$ cat src/rtl/operand_fetch_pkg.sv
// Shared widths, FIFO geometry and entry layout for the operand fetch stage.
package operand_fetch_pkg;

  localparam int unsigned DEF_ADDR_W = 9;
  localparam int unsigned DEF_DATA_W = 10;
  localparam int unsigned DEF_TAG_W  = 4;
  localparam int unsigned FIFO_DEPTH = 3;
  localparam int unsigned PTR_W      = 2;
  localparam int unsigned COUNT_W    = 2;
  localparam int unsigned STAT_W     = 16;

  typedef struct packed {
    logic [DEF_TAG_W-1:0]  tag;
    logic [DEF_DATA_W-1:0] d1;
    logic [DEF_DATA_W-1:0] d2;
  } entry_t;

  localparam int unsigned ENTRY_W = $bits(entry_t);

  // Circular pointer advance over a non-power-of-two depth.
  function automatic logic [PTR_W-1:0] ptr_inc(input logic [PTR_W-1:0] p);
    ptr_inc = (p == PTR_W'(FIFO_DEPTH - 1)) ? {PTR_W{1'b0}} : p + {{(PTR_W-1){1'b0}}, 1'b1};
  endfunction

endpackage

$ cat src/rtl/operand_fetch_fifo.sv
// Three-entry synchronous FIFO with occupancy count; a push into a full FIFO
// is accepted when the same edge pops.
module operand_fetch_fifo
  import operand_fetch_pkg::*;
#(
  parameter int unsigned WIDTH = ENTRY_W
) (
  input  logic               clk,
  input  logic               rst,
  input  logic               push,
  input  logic [WIDTH-1:0]   push_data,
  input  logic               pop,
  output logic [WIDTH-1:0]   head,
  output logic [COUNT_W-1:0] count,
  output logic               empty
);

  logic [WIDTH-1:0]   mem_r [FIFO_DEPTH];
  logic [PTR_W-1:0]   rd_ptr_r;
  logic [PTR_W-1:0]   wr_ptr_r;
  logic [COUNT_W-1:0] count_r;
  logic               do_push_s;
  logic               do_pop_s;

  assign do_pop_s  = pop && (count_r != {COUNT_W{1'b0}});
  assign do_push_s = push && ((count_r != COUNT_W'(FIFO_DEPTH)) || do_pop_s);

  // Storage array; cleared on reset so the idle head presents zeros.
  always_ff @(posedge clk or posedge rst) begin
    if (rst) begin
      for (int i = 0; i < FIFO_DEPTH; i++) begin
        mem_r[i] <= {WIDTH{1'b0}};
      end
    end else if (do_push_s) begin
      mem_r[wr_ptr_r] <= push_data;
    end
  end

  // Read/write pointers and occupancy count.
  always_ff @(posedge clk or posedge rst) begin
    if (rst) begin
      rd_ptr_r <= {PTR_W{1'b0}};
      wr_ptr_r <= {PTR_W{1'b0}};
      count_r  <= {COUNT_W{1'b0}};
    end else begin
      if (do_push_s) begin
        wr_ptr_r <= ptr_inc(wr_ptr_r);
      end
      if (do_pop_s) begin
        rd_ptr_r <= ptr_inc(rd_ptr_r);
      end
      case ({do_push_s, do_pop_s})
        2'b10:   count_r <= count_r + {{(COUNT_W-1){1'b0}}, 1'b1};
        2'b01:   count_r <= count_r - {{(COUNT_W-1){1'b0}}, 1'b1};
        default: count_r <= count_r;
      endcase
    end
  end

  assign head  = mem_r[rd_ptr_r];
  assign count = count_r;
  assign empty = (count_r == {COUNT_W{1'b0}});

endmodule

$ cat src/rtl/operand_fetch.sv
// Operand fetch stage: registered address stage driving a dual-read memory,
// read data captured into a 3-entry FIFO under credit-based flow control.
// Optional OPERAND_FETCH_STATS_EN adds saturating accept/stall counters.
module operand_fetch
  import operand_fetch_pkg::*;
#(
  parameter int unsigned ADDR_W = DEF_ADDR_W,
  parameter int unsigned DATA_W = DEF_DATA_W,
  parameter int unsigned TAG_W  = DEF_TAG_W
) (
  input  logic              clk,
  input  logic              rst,
  input  logic              req_valid,
  output logic              req_ready,
  input  logic [ADDR_W-1:0] req_a1,
  input  logic [ADDR_W-1:0] req_a2,
  input  logic [TAG_W-1:0]  req_tag,
  output logic [ADDR_W-1:0] mem_a1,
  output logic [ADDR_W-1:0] mem_a2,
  input  logic [DATA_W-1:0] mem_d1,
  input  logic [DATA_W-1:0] mem_d2,
  output logic              out_valid,
  input  logic              out_ready,
  output logic [DATA_W-1:0] out_d1,
  output logic [DATA_W-1:0] out_d2,
  output logic [TAG_W-1:0]  out_tag
`ifdef OPERAND_FETCH_STATS_EN
  ,
  output logic [STAT_W-1:0] stat_accepts,
  output logic [STAT_W-1:0] stat_stalls
`endif
);

  localparam int unsigned EW = TAG_W + 2 * DATA_W;

  logic              s1_valid_r;
  logic [ADDR_W-1:0] a1_r;
  logic [ADDR_W-1:0] a2_r;
  logic [TAG_W-1:0]  tag_r;
  logic [COUNT_W-1:0] count_s;
  logic [2:0]        occ_s;
  logic              accept_s;
  logic              empty_s;
  logic [EW-1:0]     head_s;

  // Credit check uses registered state only, so out_ready never reaches req_ready.
  assign occ_s     = {1'b0, count_s} + {2'b00, s1_valid_r};
  assign req_ready = (occ_s < 3'd3) && !rst;
  assign accept_s  = req_valid && req_ready;

  // Address stage; addresses hold their last value while idle.
  always_ff @(posedge clk or posedge rst) begin
    if (rst) begin
      s1_valid_r <= 1'b0;
      a1_r       <= {ADDR_W{1'b0}};
      a2_r       <= {ADDR_W{1'b0}};
      tag_r      <= {TAG_W{1'b0}};
    end else if (accept_s) begin
      s1_valid_r <= 1'b1;
      a1_r       <= req_a1;
      a2_r       <= req_a2;
      tag_r      <= req_tag;
    end else begin
      s1_valid_r <= 1'b0;
    end
  end

  assign mem_a1 = a1_r;
  assign mem_a2 = a2_r;

  operand_fetch_fifo #(
    .WIDTH (EW)
  ) u_fifo (
    .clk       (clk),
    .rst       (rst),
    .push      (s1_valid_r),
    .push_data ({tag_r, mem_d1, mem_d2}),
    .pop       (out_valid && out_ready),
    .head      (head_s),
    .count     (count_s),
    .empty     (empty_s)
  );

  assign out_valid = !empty_s;
  assign out_tag   = head_s[EW-1 -: TAG_W];
  assign out_d1    = head_s[2*DATA_W-1 -: DATA_W];
  assign out_d2    = head_s[DATA_W-1:0];

`ifdef OPERAND_FETCH_STATS_EN
  logic [STAT_W-1:0] stat_accepts_r;
  logic [STAT_W-1:0] stat_stalls_r;

  // Saturating activity counters.
  always_ff @(posedge clk or posedge rst) begin
    if (rst) begin
      stat_accepts_r <= {STAT_W{1'b0}};
      stat_stalls_r  <= {STAT_W{1'b0}};
    end else begin
      if (accept_s && (stat_accepts_r != {STAT_W{1'b1}})) begin
        stat_accepts_r <= stat_accepts_r + {{(STAT_W-1){1'b0}}, 1'b1};
      end
      if (req_valid && !req_ready && (stat_stalls_r != {STAT_W{1'b1}})) begin
        stat_stalls_r <= stat_stalls_r + {{(STAT_W-1){1'b0}}, 1'b1};
      end
    end
  end

  assign stat_accepts = stat_accepts_r;
  assign stat_stalls  = stat_stalls_r;
`endif

endmodule

$ cat config.mk
export PLATFORM = sky130hd
export DESIGN_NAME = operand_fetch
export DESIGN_NICKNAME = d
export VERILOG_FILES = /design/src/rtl/operand_fetch_pkg.sv /design/src/rtl/operand_fetch_fifo.sv /design/src/rtl/operand_fetch.sv
export SDC_FILE = /design/constraint.sdc
export NUM_CORES = 1
export LEC_CHECK = 0
export BUFFER_PORTS_ARGS = -buffer_cell sky130_fd_sc_hd__buf_2
export CORE_MARGIN = 3
export CORE_UTILIZATION = 54
export DETAILED_ROUTE_END_ITERATION = 10
export PLACE_DENSITY = 0.85
export SLEW_MARGIN = 0
export SYNTH_ARGS = -nofsm -noshare
export SYNTH_HDL_FRONTEND = slang
export SYNTH_SLANG_ARGS = --single-unit
$ cat constraint.sdc
create_clock -name clk -period 3.9 [get_ports clk]
set_input_delay 0.39 -clock clk [delete_from_list [all_inputs] [get_ports clk]]
set_output_delay 0.39 -clock clk [all_outputs]
set_load 0.01 [all_outputs]
=== Word level (Yosys, flattened, before mapping) ===
Index checks and enable logic that the tools add are counted.

* Bits in registers: 101
* Input port bits: 46
* Output and inout port bits: 44
* Word-level logic and storage cells: 48

* Add/subtract/negate cells: 5
* $lt $le $gt $ge: 4
* Equal/unequal tests: 5
* Mux-type cells: 10
* Bitwise gates (word level): 2
* Reduce and logical (&&, ||, !) cells: 12

{| class="wikitable"
|+ Operators with widths
! kind !! count
|-
| $bwmux 72 || 1
|-
| $mux 24 || 3
|-
| $bmux 24 s2 || 1
|-
| $demux 24 s2 || 1
|-
| $add 2x1->2 const B || 3
|-
| $eq 2x2->1 const B || 3
|-
| $ge 3x3->1 const B || 2
|-
| $logic_and 1x1->1 || 6
|-
| $not 2->3 || 2
|-
| $mux 2 || 2
|-
| $pmux 2 s2 || 1
|-
| $reduce_bool 2->1 || 2
|-
| $add 2x1->3 || 1
|-
| $lt 3x1->1 const B || 1
|-
| $lt 3x2->1 const B || 1
|-
| $eq 2x1->1 const B || 1
|-
| $logic_not 1->1 || 2
|-
| $logic_not 2->1 || 1
|-
| $ne 2x2->1 const B || 1
|-
| $sub 2x1->2 const B || 1
|-
| $logic_or 1x1->1 || 1
|-
| $mux 1 || 1
|}

=== Depth between registers and ports, before layout ===
Gate-level depths: netlist of the first run.

* Depth after elaboration: 8
* Depth in mapped cells: 6
* Gate-level depth less buffers: 6

=== Cells and area by module ===
Synthesis of the first run repeated with hierarchy kept, for this count alone.

* Cells, all modules: 317
* Area total of the unflattened synthesis: 4,476.8 um^2

{| class="wikitable"
|+ By module, submodules not included
! module !! instances !! cells each !! area each (um^2) !! seq. area each (um^2)
|-
| operand_fetch_fifo || 1 || 262 || 3,498.4 || 1,951.9
|-
| operand_fetch || 1 || 55 || 978.4 || 575.6
|}

=== Worst setup path after synthesis of the first run ===
OpenSTA, ideal clock, no wires.

* Kind: flip-flop to flip-flop
* Start: register u_fifo.count_r[0], in the netlist u_fifo.count[0]
* End: register a1_r[0], in the netlist mem_a1[0]
* Library setup time: 0.125 ns
* Arrival time: 1.854 ns
* Required time: 3.775 ns
* Slack: 1.921 ns
* Cell stages (with the launch flop): 7
* Buffers on the path: 1
* Clock period less this slack: 1.979 ns
* Cells stage by stage: dfrtp_1 ha_1 ha_1 a211oi_2 nand2_1 buf_2 mux2_2

* Longest elaborated chain between the ends: 4

{| class="wikitable"
|+ Ends and longest elaborated chain
! element !! line !! text
|-
| start, declared || operand_fetch_fifo.sv:21 || <nowiki>logic [COUNT_W-1:0] count_r;</nowiki>
|-
| start signal, assigned || operand_fetch_fifo.sv:44 || <nowiki>count_r <= {COUNT_W{1'b0}};</nowiki>
|-
| start signal, assigned || operand_fetch_fifo.sv:53 || <nowiki>2'b10: count_r <= count_r + {{(COUNT_W-1){1'b0}}, 1'b1};</nowiki>
|-
| start signal, assigned || operand_fetch_fifo.sv:54 || <nowiki>2'b01: count_r <= count_r - {{(COUNT_W-1){1'b0}}, 1'b1};</nowiki>
|-
| $add 2x1->3 || operand_fetch.sv:47 || <nowiki>assign occ_s = {1'b0, count_s} + {2'b00, s1_valid_r};</nowiki>
|-
| $lt 3x2->1 || operand_fetch.sv:48 || <nowiki>assign req_ready = (occ_s < 3'd3) && !rst;</nowiki>
|-
| $logic_and 1x1->1 || operand_fetch.sv:48 ||
|-
| via req_ready || operand_fetch.sv:14 || <nowiki>output logic req_ready,</nowiki>
|-
| $logic_and 1x1->1 || operand_fetch.sv:49 || <nowiki>assign accept_s = req_valid && req_ready;</nowiki>
|-
| end signal, assigned || operand_fetch.sv:55 || <nowiki>a1_r <= {ADDR_W{1'b0}};</nowiki>
|-
| end signal, assigned || operand_fetch.sv:60 || <nowiki>a1_r <= req_a1;</nowiki>
|-
| end, declared || operand_fetch.sv:37 || <nowiki>logic [ADDR_W-1:0] a1_r;</nowiki>
|}

The timed path passes the listed nets, and every way through them passes these cells.
A chain may end at the register's enable or synchronous reset.

=== Final worst setup path of the first run ===
* Start: register u_fifo.count_r[0], in the netlist u_fifo.count[0]
* End: register a1_r[6], in the netlist mem_a1[6]

* Longest elaborated chain between the ends: 4

{| class="wikitable"
|+ Ends and longest elaborated chain
! element !! line
|-
| $add 2x1->3 || operand_fetch.sv:47
|-
| $lt 3x2->1 || operand_fetch.sv:48
|-
| $logic_and 1x1->1 || operand_fetch.sv:48
|-
| $logic_and 1x1->1 || operand_fetch.sv:49
|}

No other way between the ends.

==> results of run 1 <==
==> area by class of cell <==
cell class,instances,area share [%]
clock buffers,12,3.04
clock inverters,3,0.883
repair buffers,95,9.61
multi-input cells,193,34.1
inverters,3,0.270
flip-flops and latches,101,49.6
well taps,102,2.50
==> worst max-delay path: stages, from the launching register on <==
cell and delay [ns]:
dfrtp_1 0.46, ha_1 0.22, ha_1 0.28, a211oi_2 0.24
nand2_1 0.55, mux2_2 0.49
==> worst min path at each step <==
stage	start	cells past startpoint	endpoint	slack (ns)
floorplan	u_fifo.mem_r[15]$_DFFE_PP0P_	1	u_fifo.mem_r[15]$_DFFE_PP0P_	0.46
global placement	u_fifo.mem_r[15]$_DFFE_PP0P_	1	u_fifo.mem_r[15]$_DFFE_PP0P_	0.47
detailed placement	u_fifo.mem_r[39]$_DFFE_PP0P_	1	u_fifo.mem_r[39]$_DFFE_PP0P_	0.48
CTS	req_a2[2]	2	mem_a2[2]$_DFFE_PP0P_	0.24
global route	req_a2[4]	2	mem_a2[4]$_DFFE_PP0P_	0.24
finish	rst	2	mem_a2[7]$_DFFE_PP0P_	0.24
==> per-stage QoR <==
stage / power (mW) / instance area [um^2] / instances
after floorplan: 3.05 / 4390 / 315
after global placement: 3.55 / 4900 / 494
after detailed placement: 3.65 / 4900 / 494
after CTS: 4.32 / 5100 / 509
after global routing: 4.60 / 5100 / 509
final: 4.27 / 5100 / 509
==> sequential cells by signal, summed over array words and instances (netlist names) <==
| name | cells |
|---|---|
| u_fifo.count | 2 |
| s1_valid_r | 1 |
| mem_a2 | 9 |
| u_fifo.rd_ptr_r | 2 |
| tag_r | 4 |
| u_fifo.wr_ptr_r | 2 |
| u_fifo.mem_r | 72 |
| mem_a1 | 9 |
==> logic make-up (layout without fill, tap and decap cells) <==
kind of cell    after synthesis  in the layout  share of synthesized area (%)
simple gates                 39             39                           4.56
xor+xnor                      3              3                          0.599
fa+ha+maj                     3              3                          0.856
buf+inv                      21            113                           2.74
compound gates               30             30                           4.05
mux                         118            118                           29.6
flops                       101            101                           57.6
==> routing by layer <==
layer  vias up  track usage [%]  share of wire [%]
li1       1287                -                  -
met1      1394             23.2                 43
met2        85             33.6                 49
met3         4             6.18                7.4
met4         0             4.62               0.46
met5         -                0                  0
==> synthesized netlist by cell type <==
cell | instances | area share (%)
nand3b_1 | 1 | 0.17
o22ai_1 | 6 | 0.86
a21bo_2 | 1 | 0.23
mux2i_1 | 24 | 5.5
buf_6 | 4 | 1.0
xnor2_1 | 2 | 0.40
mux2_2 | 91 | 23
o21ai_0 | 19 | 2.2
nand2_1 | 28 | 2.4
a21o_1 | 3 | 0.51
buf_1 | 1 | 0.085
ha_1 | 3 | 0.86
mux2_1 | 3 | 0.77
inv_1 | 3 | 0.26
nor3b_1 | 1 | 0.17
or2_2 | 1 | 0.14
nand3_2 | 1 | 0.23
nor2b_1 | 1 | 0.14
dfrtp_1 | 101 | 58
nor3_1 | 1 | 0.11
a211oi_2 | 1 | 0.29
nor2_1 | 2 | 0.17
xor2_1 | 1 | 0.20
and3b_4 | 1 | 0.29
clkbuf_1 | 4 | 0.34
buf_2 | 9 | 1.0
nor3_4 | 2 | 0.74
==> power by group through the flow <==
stage / clock network, mW / registers [mW] / logic (mW)
after floorplan: 0 / 1.86 / 1.20
after global placement: 0 / 1.85 / 1.70
after detailed placement: 0 / 1.89 / 1.76
final: 0.661 / 1.87 / 1.74
after global routing: 0.723 / 1.94 / 1.93
after CTS: 0.681 / 1.87 / 1.77
==> reports/results.ini, run 1 <==
[status]
status = finished, final reports clean

[critical_path]
rr_worst_depth = 5
endpoint_kind = flop
timing.rr.end = mem_a1[6]$_DFFE_PP0P_
crit_arrival_ns = 2.59
r2r_slack_ns = 1.55
worstPathMaxFanout = 23
r2r-start = u_fifo.count[0]$_DFFE_PP0P_
critPathLaunch = u_fifo.count[0]$_DFFE_PP0P_
startpoint_type = flop
critPathRequiredTime_ns = 4.14
endpoint = mem_a1[6]$_DFFE_PP0P_
path_class = flop to flop

[sta]
rsz0062_at_grt = false
skew_ns = 0.00810
setup_violations = 0
maxSlewViolCount = 0
tns_ns = 0
worst_slew_pin_slew_ns = 0.879
timing.final.crit_share_pct = 60.3
slew_headroom_pct = 41.3
timing_hold_violations_final = 0
worst_slack_ns = 1.55
period_minus_slack_ns = 2.35
max_freq_ghz = 0.425
holdWs_ns = 0.236

[power_and_ir_drop]
ir_worst_vdd_uv = 574
leakage_nw = 2.33
power_density_nw_per_um2 = 838
pwr-share-seq_pct = 43.9
clockPowerShare_pct = 15.5
combPwrFrac_pct = 40.7
switching_power_mw = 1.46
swShare_pct = 34.1
p_int_mw = 2.82

[drt]
antenna_left = 0
viasPerCell = 5.44
first_pass_iters = 4
drcViolationCount = 0
post_drt_wl_per_cell_um = 16.3
vias = 2770
drt_iter0_drc = 105
wl_um = 8290

[floorplanning]
core-area_um2 = 7810
die_x_um = 96.1
dieArea_um2 = 9240
die_h_um = 96.1
initial_utilization_pct = 56.2
io_pins = 90
rows = 32

[clocking]
cts_tree = yes
post-cts-setup-buffers = 0
clock_path_buffers = 2
clk_latency_ns = 0.35
clkSinkCount = 101
clkTransAtPathRegs_ns = 0.09
cts_root_buffer = clkbuf_8
cts-buffers-inserted = 9
ctsHoldBuffers = 0
post_cts_resized = 0
h-tree-depth = 3

[synth]
synth_area_per_cell_um2 = 13.9
synth-seq-area-share_pct = 57.6
synthesis.nets = 364
syn_inst = 315
synth_warnings = 0
ys_seq_elements = 101
yosysUniqueCellTypes = 27
syn_area_um2 = 4390

[global_routing]
grt_max_degree = 75
grt.total_usage_pct = 19.3
grt_pass1_vias = 2985
grt_pass1_wl_um = 13700
antenna_found_initial = 0
overflow = 0

[placement]
portBuffers = 89
dp_hpwl_um = 5520
dp_worst_setup_slack_ns = 1.53
finalWeightedCongestion = 0.711

[final_layout]
regArea_um2 = 2530
layout_commonest_cell = dfrtp_1
diodes = 0
area_delta_synth_final_pct = 16.3
fill_cells = 598
fin_nets = 452
layout_common_cells = 100 x dfrtp_1, 91 x mux2_2, 89 x buf_2
final_util_pct = 65.3
drive_above_1_share_pct = 51.4
multiInputGateArea_um2 = 1740

[flow_run]
cap_violations = 0

[min_path]
timing.hold.worst.class = input pin to async pin

Note: power is estimated with default switching activity, not from simulation.
==> inputs of run 2 (changes only) <==
--- a/config.mk
+++ b/config.mk
@@ -5,9 +5,10 @@
 export SDC_FILE = /design/constraint.sdc
 export NUM_CORES = 1
 export LEC_CHECK = 0
+export ABC_AREA = 1
 export BUFFER_PORTS_ARGS = -buffer_cell sky130_fd_sc_hd__buf_2
 export CORE_MARGIN = 3
-export CORE_UTILIZATION = 54
+export CORE_UTILIZATION = 55
 export DETAILED_ROUTE_END_ITERATION = 10
 export PLACE_DENSITY = 0.85
 export SLEW_MARGIN = 0
==> constraint.sdc (replaced) <==
create_clock -name clk -period 2.2 [get_ports clk]
set_input_delay 0.22 -clock clk [delete_from_list [all_inputs] [get_ports clk]]
set_output_delay 0.22 -clock clk [all_outputs]
set_load 0.01 [all_outputs]
==> reports/results.ini, run 2 <==
[status]
status = finished, final reports clean

[critical_path]
endpoint_kind = primary output
worstPathMaxFanout = 16
path_class = flop to primary output
r2r-start = s1_valid_r$_DFF_PP0_
critPathRequiredTime_ns = 1.98
startpoint_type = flop
rr_worst_depth = 4
r2r_slack_ns = 0.53
crit_arrival_ns = 1.83
timing.rr.end = u_fifo.mem_r[60]$_DFFE_PP0P_

[drt]
wl_um = 11000
vias = 4155
post_drt_wl_per_cell_um = 14.6
drt_iter0_drc = 288
viasPerCell = 5.53
first_pass_iters = 5
drcViolationCount = 0
antenna_left = 0

[synth]
synth_common_cells = 297 x nand2_1, 101 x dfrtp_1, 73 x nand4_1
synth_area_leaders = dfrtp_1 54%, nand2_1 24%, nand4_1 9.7%, nand3_1 2.8%, buf_2 2.0%
synthMuxAreaShare_pct = 0
syn_area_um2 = 4710
synth_fa_ha_area_share_pct = 0.797
ys_seq_elements = 101
synth_top_area_cell = dfrtp_1
syn_inst = 565
synth_warnings = 0
synth_compound_gate_area_share_pct = 0.213
synthMostInstantiatedCell = nand2_1
synth-seq-area-share_pct = 53.7
synth_top_area_share_pct = 53.7
yosysUniqueCellTypes = 17
synth-async-reset-ratio_pct = 100
synthesis.nets = 614
synth-edff-count = 0
yosys.area_share.simple_pct = 38.7
synth_area_per_cell_um2 = 8.34
ys.flop_type = dfrtp_1
synth_xor_area_share_pct = 0.186
synth_top_family_by_area = simple AND/OR/NAND/NOR gates

[power_and_ir_drop]
power_density_nw_per_um2 = 1410
power_mw = 7.58
ir_worst_vdd_uv = 752
leakage_nw = 2.95

[sta]
timing.final.crit_share_pct = 93.3
skew_ns = 0.0100
worst_slack_ns = 0.148
rsz0062_at_grt = false
worst_slew_pin_slew_ns = 0.566
period_minus_slack_ns = 2.05
maxSlewViolCount = 0
setup_violations = 0
slew_headroom_pct = 62.3
max_freq_ghz = 0.487
tns_ns = 0
timing_hold_violations_final = 0

[global_routing]
grt_pass1_vias = 3962
grt_pass1_wl_um = 18500
antenna_found_initial = 0
overflow = 0
grt.total_usage_pct = 23.1
grt_max_degree = 55

[clocking]
post-cts-setup-buffers = 0
clkTransAtPathRegs_ns = 0.09
cts_tree = yes
cts-buffers-inserted = 9
post_cts_resized = 0
h-tree-depth = 3
cts_root_buffer = clkbuf_8
clock_path_buffers = 2
clkSinkCount = 101
clk_latency_ns = 0.36

[final_layout]
diodes = 0
drive_above_1_share_pct = 20.9
fill_cells = 694
final_util_pct = 65.0
largest_reg_flops = 72
layout_commonest_cell = nand2_1
final_cell_area_um2 = 5370
layout_common_cells = 297 x nand2_1, 100 x dfrtp_1, 89 x buf_2
area_delta_synth_final_pct = 14.0
regArea_um2 = 2530
fin_nets = 691
multiInputGateArea_um2 = 1880
largest-register = u_fifo.mem_r

[floorplanning]
core-area_um2 = 8260
die_h_um = 98.5
io_pins = 90
die_x_um = 98.5
initial_utilization_pct = 57.0
rows = 33
dieArea_um2 = 9710

[placement]
dp_hpwl_um = 7110
finalWeightedCongestion = 0.801
portBuffers = 89
dpl-instance-area_um2 = 5180
dp_worst_setup_slack_ns = 0.532

[min_path]
min_to = tag_r[2]$_DFFE_PP0P_
holdPathStages = 3
hold_start = req_tag[2]
timing.hold.worst.class = input pin to flop

[flow_run]
cap_violations = 0

==> run 2: worst max-delay path by stage <==
stage / to / start
after CTS: out_tag[3] / u_fifo.rd_ptr_r[1]$_DFFE_PP0P_
after global placement: out_tag[3] / u_fifo.rd_ptr_r[1]$_DFFE_PP0P_
after detailed placement: mem_a2[2]$_DFFE_PP0P_ / u_fifo.count[0]$_DFFE_PP0P_
after global routing: out_tag[3] / u_fifo.rd_ptr_r[1]$_DFFE_PP0P_
after floorplan: mem_a1[0]$_DFFE_PP0P_ / s1_valid_r$_DFF_PP0_
final: out_tag[3] / u_fifo.rd_ptr_r[1]$_DFFE_PP0P_
==> run 2: cell type report <==
cell class,instances,share of cell area (%)
inverters,13,0.979
multi-input cells,413,35.0
clock buffers,13,2.96
well taps,105,2.45
clock inverters,3,0.373
flip-flops and latches,101,47.1
repair buffers,104,11.1
==> run 2: what timing repair did <==
item	in CTS	in global routing
hold buffers	1	0
setup endpoints to repair	0	0
hold endpoints to repair	19	0
==> run 2: per-layer routing <==
layer	wire length, um	share of wire [%]	up-vias	GRT usage (%)
met5	0	0	-	0
met3	983	9.0	16	4.74
met2	5200	47	197	36.7
met4	175	1.6	0	8.93
met1	4630	42	1945	31.6
li1	-	-	1997	-
==> run 2: per-stage QoR <==
step / std cells / hold WS, ns
2_1_floorplan: 565 / 0.330
3_3_place_gp: 735 / 0.274
3_5_place_dp: 735 / 0.292
4_1_cts: 752 / 0.0353
5_1_grt: 752 / 0.0475
6_report: 752 / 0.0477
==> run 2: cell families after synthesis <==
| logic type | after synthesis |
|---|---|
| AOI/OAI and AO/OA | 2 |
| and+or+nand+nor | 407 |
| DFF | 101 |
| adders and majority gates | 3 |
| buffers and inverters | 51 |
| xor gates and xnor gates | 1 |
==> run 2: worst max-delay path: stages, from the launching register on <==
cell     delay [ns]
dfrtp_1        0.44
inv_2          0.06
nor2_2         0.35
buf_4          0.31
nand2_1        0.07
nand3_1        0.10
buf_2          0.15
==> run 2: power breakdown <==
| part | total, mW | switching [mW] | internal, mW |
|---|---|---|---|
| registers | 3.26 | 0.548 | 2.71 |
| logic | 3.24 | 2.06 | 1.17 |
| clock network | 1.08 | 0.609 | 0.473 |
==> inputs of run 3 (changes only) <==
--- a/config.mk
+++ b/config.mk
@@ -11,6 +11,8 @@
 export CORE_UTILIZATION = 55
 export DETAILED_ROUTE_END_ITERATION = 10
 export PLACE_DENSITY = 0.85
+export RECOVER_POWER = 25
+export SETUP_SLACK_MARGIN = 0.5
 export SLEW_MARGIN = 0
 export SYNTH_ARGS = -nofsm -noshare
 export SYNTH_HDL_FRONTEND = slang
==> constraint.sdc (replaced) <==
create_clock -name clk -period 2.35 [get_ports clk]
set_input_delay 0.235 -clock clk [delete_from_list [all_inputs] [get_ports clk]]
set_output_delay 0.235 -clock clk [all_outputs]
set_load 0.01 [all_outputs]
==> reports/results.ini, run 3 (same netlist as run 2, synthesis figures left out) <==
[status]
status = finished, final reports clean

[critical_path]
critical_path_depth = 8
critPathMaxStageDelay_ns = 0.39
path_cells = clkbuf_1 > nand3_4 > nand2_1 > ha_1 > inv_1 > nand3_1 > nand2_1 > nand2_1
rr_worst_depth = 8
worstPathMaxFanout = 27
r2r-start = u_fifo.count[0]$_DFFE_PP0P_
r2r_slack_ns = 0.49
critPathRequiredTime_ns = 2.63
timing.rr.end = u_fifo.count[1]$_DFFE_PP0P_
crit_slowest_cell = dfrtp_2
cp_top_family = simple AND/OR/NAND/NOR gates
endpoint = u_fifo.count[1]$_DFFE_PP0P_
crit_top_cell = nand2_1
crit_buf_inv = 2
critPathLaunch = u_fifo.count[0]$_DFFE_PP0P_
endpoint_kind = flop
startpoint_type = flop
path_class = flop to flop
crit_arrival_ns = 2.14

[power_and_ir_drop]
ir_worst_vdd_uv = 733
switching_power_mw = 3.10
power_density_nw_per_um2 = 1340
p_int_mw = 4.15
leakage_nw = 2.91
swShare_pct = 42.7
pwr-share-seq_pct = 42.0
clockPowerShare_pct = 15.9
power_mw = 7.25
combPwrFrac_pct = 42.2

[final_layout]
fill_cells = 687
drive_above_1_share_pct = 18.8
final_cells = 753
layout_common_cells = 296 x nand2_1, 99 x dfrtp_1, 73 x nand4_1
diodes = 0
final_util_pct = 65.4
largest_reg_flops = 72
area_delta_synth_final_pct = 14.7
layout_commonest_cell = nand2_1
largest-register = u_fifo.mem_r
fin_nets = 692

[placement]
dpl.cell_count = 734
dp_hpwl_um = 7010
portBuffers = 89
finalWeightedCongestion = 0.787

[sta]
rsz0062_at_grt = true
max_freq_ghz = 0.537
maxSlewViolCount = 0
period_minus_slack_ns = 1.86
skew_ns = 0.00942
timing_hold_violations_final = 0
setup_violations = 0
tns_ns = 0
timing.final.crit_share_pct = 79.2
slew_headroom_pct = 43.8
worst_slew_pin_slew_ns = 0.839

[floorplanning]
die_x_um = 98.5
io_pins = 90
initial_utilization_pct = 57.0
dieArea_um2 = 9710
rows = 33
core-area_um2 = 8260
die_h_um = 98.5

[global_routing]
use_met2_pct = 40.0
use_met3_pct = 7.78
grt.total_usage_pct = 23.9
overflow = 0
grt_pass1_wl_um = 18900
use_met1_pct = 30.2
antenna_found_initial = 0
grt_max_degree = 84
grt_pass1_vias = 4106
grt.busiest_layer = met2

[drt]
vias = 4168
viasPerCell = 5.54
post_drt_wl_per_cell_um = 14.8
first_pass_iters = 5
drcViolationCount = 0
antenna_left = 0
drt_iter0_drc = 302
wl_um = 11200

[clocking]
clk_latency_ns = 0.37
clkTransAtPathRegs_ns = 0.10
cts_root_buffer = clkbuf_8
clkSinkCount = 101
h-tree-depth = 3
cts_tree = yes
clock_path_buffers = 2
cts-buffers-inserted = 9

[flow_run]
cap_violations = 0

[min_path]
timing.hold.worst.class = input pin to flop

## run 3: worst min path at each step
stage                     startpoint                     to  slack, ns  cells past startpoint
final                     req_tag[2]   tag_r[2]$_DFFE_PP0P_       0.04                      3
after floorplan            req_a1[0]  mem_a1[0]$_DFFE_PP0P_       0.34                      2
after CTS                 req_tag[2]   tag_r[2]$_DFFE_PP0P_       0.03                      3
after detailed placement         rst  mem_a1[3]$_DFFE_PP0P_       0.27                      2
after global placement           rst  mem_a1[3]$_DFFE_PP0P_       0.26                      2
after global routing       req_a2[6]  mem_a2[6]$_DFFE_PP0P_       0.03                      3
## run 3: layout make-up
| cell class | count | area (um^2) | share of cell area (%) |
|---|---|---|---|
| well taps | 105 | 131 | 2.43 |
| repair buffers | 105 | 573 | 10.6 |
| clock buffers | 10 | 138 | 2.55 |
| flip-flops and latches | 101 | 2530 | 46.8 |
| multi-input cells | 413 | 1910 | 35.3 |
| inverters | 13 | 50.0 | 0.927 |
| clock inverters | 6 | 70.1 | 1.30 |
## run 3: worst reg2reg max path: cells and delay by family, from the launching register on
family	cells	cell delay [ns]
fa+ha+maj	1	0.28
buf+inv	2	0.33
flops	1	0.39
simple gates	5	0.77
## run 3: power by group through the flow
stage | Sequential, mW | Combinational, mW | Clock [mW]
floorplan | 3.03 | 2.01 | 0
global route | 3.13 | 3.45 | 1.24
detailed placement | 3.05 | 3.01 | 0
CTS | 3.02 | 3.04 | 1.17
global placement | 3.02 | 2.89 | 0
finish | 3.04 | 3.06 | 1.15
## run 3: per-stage QoR
step / setup slack, ns / cell area [um^2] / hold slack, ns
after floorplan: 0.698 / 4710 / 0.345
after global placement: 0.758 / 5150 / 0.261
after detailed placement: 0.667 / 5150 / 0.270
after CTS: 0.507 / 5370 / 0.0257
after global routing: 0.350 / 5400 / 0.0273
final: 0.489 / 5400 / 0.0443
## run 3: repair_timing
action,4_1_cts,5_1_grt
cloned,0,0
setup endpoints to repair,1,25
resized for setup,1,10
setup buffers,1,1
hold endpoints to repair,18,0
hold buffers,1,0
## run 3: metal layers
layer | routed length [um] | up-vias
met5 | 0 | -
met4 | 133 | 0
met3 | 1000 | 12
met2 | 5540 | 181
met1 | 4490 | 1978
li1 | - | 1997
